`src/rtl/counter_pkg.sv`:
```
// Shared constants for the counter family.
package counter_pkg;

    localparam int DEFAULT_CNT_WIDTH = 4;

endpackage : counter_pkg

```
`src/rtl/counter_4.sv`:
```
// Binary up/down counter with count enable. Wraps modulo 2^WIDTH in both
// directions, asynchronous active-high clear.
module counter_4
    import counter_pkg::*;
#(
    parameter int WIDTH = DEFAULT_CNT_WIDTH
) (
    input  logic             en,
    input  logic             ud,
    input  logic             clk,
    input  logic             rst,
    output logic [WIDTH-1:0] count
);

    localparam logic [WIDTH-1:0] ONE = WIDTH'(1);

    logic [WIDTH-1:0] count_q;
    logic [WIDTH-1:0] count_d;

    // Plain modular add/subtract gives the wrap-around for free.
    always_comb begin
        count_d = count_q;
        if (en) begin
            if (ud) count_d = count_q + ONE;
            else    count_d = count_q - ONE;
        end
    end

    always_ff @(posedge clk or posedge rst) begin
        if (rst) count_q <= '0;
        else     count_q <= count_d;
    end

    assign count = count_q;

endmodule : counter_4

```
`config.mk`:
```
export PLATFORM = sky130hd
export DESIGN_NAME = counter_4
export DESIGN_NICKNAME = d
export VERILOG_FILES = /design/src/rtl/counter_pkg.sv /design/src/rtl/counter_4.sv
export SDC_FILE = /design/constraint.sdc
export NUM_CORES = 1
export LEC_CHECK = 0
export BUFFER_PORTS_ARGS = -buffer_cell sky130_fd_sc_hd__buf_4
export CORE_AREA = 2 2 39 41
export CTS_CLUSTER_DIAMETER = 80
export DETAILED_ROUTE_END_ITERATION = 8
export DIE_AREA = 0 0 41 43
export SYNTH_ARGS = -nofsm -noshare
export SYNTH_HDL_FRONTEND = slang
export SYNTH_SLANG_ARGS = --single-unit
```
`constraint.sdc`:
```
create_clock -name clk -period 2.45 [get_ports clk]
set_clock_uncertainty 0.15 [all_clocks]
set_input_delay 0.1225 -clock clk [delete_from_list [all_inputs] [get_ports clk]]
set_output_delay 0.1225 -clock clk [all_outputs]
set_load 0.05 [all_outputs]
```
==> results_dict.tcl <==
set metrics [dict create \
    start_kind "flip-flop" \
    cts_hold_buffers 2 \
    gr-total-overflow 0 \
    cts_tree "built" \
    hold_path_end "count[3]" \
    drt_first_pass_iters 4 \
    met1_usage 0.1155 \
    crit_type "flip-flop to flip-flop" \
    syn_nets 36 \
    rows 14 \
    synth_top_cells_by_count "nand3_1, dfrtp_1, a21oi_1, inv_1, ha_1" \
    portBuffers 7 \
    initial_core_util 0.2134 \
    dp_cells 51 \
    die-area_um2 1763 \
    ant_nets 0 \
    synth_top_area_frac 0.3390 \
    r2r_slack_ns 0.78 \
    p_leak_nw 0.1802 \
    h-tree-depth 1 \
    timing.final.crit_share 0.6814 \
    outcome "completed" \
    maxSlewViolCount 0 \
    wirelength_um 566 \
    setup_violations 0 \
    hold_violations 0 \
    synth_area_um2 295.3 \
    grt_pass1_vias 238 \
    top_usage_layer "met2" \
    layout-drive-gt1-share 0.2750 \
    post-synth-top-area-cell "dfrtp_1" \
    post_cts_buffers 0 \
    ys_types 17 \
    gp_congestion 0.7735 \
    synth_area_leaders "dfrtp_1, ha_1, nand3_1" \
    pin_count 8 \
    vias 261 \
    antenna_found_initial 0 \
    met2_usage 0.1219 \
    ys_seq_area_frac 0.3390 \
    hold_class "primary input to flip-flop" \
    cts_buffers 3 \
    fin_crit_ns 1.669 \
    reg2reg_depth 4 \
    final_nets 49 \
    largest_reg_flops 4 \
    async_reset_ff_frac 1.000 \
    drc 0 \
    path_clk_slew_ns 0.04 \
    end_kind "flip-flop" \
    synth_flop_cell "dfrtp_1" \
    cp.required_ns 2.41 \
    syn_avg_cell_area_um2 10.18 \
    die_x_um 41 \
    hp-start "ud" \
    die_y_um 43 \
    yosysWarnings 0 \
    p_per_area_nw_per_um2 1380 \
    grt_pass1_wl_mm 1.041 \
    clk_latency_ns 0.23 \
    dp_hpwl_um 440.2 \
    synth-seq-cells 4 \
    slew_headroom 0.8564 \
    grt_start_max_net_pins 11 \
    coreArea_um2 1384 \
    cp_max_fo 5 \
    timing.rr.end "count[3]" \
    synthCells 29 \
    finalNonFillerCells 56 \
    final.setup.tns_ns 0 \
    hold_depth 4 \
    drv_cap 0 \
    synth.most_common_cell "nand3_1" \
    ir_drop_mv 0.5232 \
    drt_iter0_drc 6 \
    clockRootBuffer "clkbuf_4" \
    wl_per_cell_um 10.11 \
    cts_buffer_depth 2 \
    timing.rr.start "count[2]" \
    worstMarginPinSlew_ns 0.2154 \
    grt_usage 0.09008 \
    synth_edf_count 0 \
    clock_sinks 4 \
    area_growth_pct 35.17 \
    n_antenna_cell 0 \
    fmax_mhz 599.0 \
    hold_ws_ns 0.1139 \
    rsz0062_at_grt "no" \
    grt_use_met3 0.03141 \
    worst-endpoint-arrival_ns 1.62 \
    vias_per_cell 4.661 \
    ctsResizeCount 0 \
]
-- cells in the final DEF (no fill, tap or decap), drive strengths merged, types with 2 or more instances in the layout --
cell type	instances
dfrtp	4
a21oi	3
ha	2
inv	3
buf	7
dlygate4sd3	2
clkbuf	3
nand3	5
-- routing by layer --
layer  vias up  wire length [um]
met5         -                 0
met4         0                10
met3         2                18
met2         4               273
met1       127               263
li1        128                 -
-- stage by stage --
step / utilization / worst slack (ns) / power, mW / cell area (um^2)
after floorplan: - / 0.5487 / 0.3828 / 295.3
after detailed placement: 0.2577 / 0.7820 / 0.4715 / 356.6
after CTS: 0.2884 / 0.7735 / 0.5590 / 399.1
final: 0.2884 / 0.7807 / 0.5506 / 399.1
after global routing: 0.2884 / 0.7193 / 0.6019 / 399.1
after global placement: 0.2577 / 0.7866 / 0.4714 / 356.6
-- kinds of logic after synthesis --
logic type               Yosys count  synth area share
AO/OA/AOI/OAI                      5            0.1144
AND/OR/NAND/NOR                    9            0.1864
buffers and inverters              4           0.07627
multiplexers                       2           0.07203
XOR/XNOR                           2           0.05933
flip-flops                         4            0.3390
adder cells (fa/ha/maj)            3            0.1525
-- final cells by class --
type / count / area (um^2)
clock buffer: 3 / 22.52
fill: 151 / 984.7
inverter: 3 / 11.26
multi-input combinational: 21 / 172.7
sequential: 4 / 100.1
tap: 16 / 20.02
timing repair buffer: 9 / 72.57
-- report_power, final --
group	leakage (nW)	internal (mW)	total [mW]	switching (mW)
Sequential	0.0467	0.101	0.143	0.0417
Combinational	0.120	0.125	0.328	0.203
Clock	0.0138	0.0547	0.0799	0.0253
-- worst max-delay path by stage --
stage | from | slack [ns] | endpoint
final | count[2] | 0.78 | count[3]
after global routing | count[2] | 0.72 | count[3]
after CTS | count[2] | 0.77 | count[3]
after detailed placement | count[2] | 0.78 | count[3]
after global placement | count[2] | 0.79 | count[3]
after floorplan | count[2] | 0.55 | count[3]
-- worst max-delay path, cell delays in order (launching register included) --
cell and delay, ns:
dfrtp_1 0.39, ha_1 0.35, or4b_1 0.48, nand3_1 0.09, o211ai_1 0.08
(Power assumes the default switching activity.)
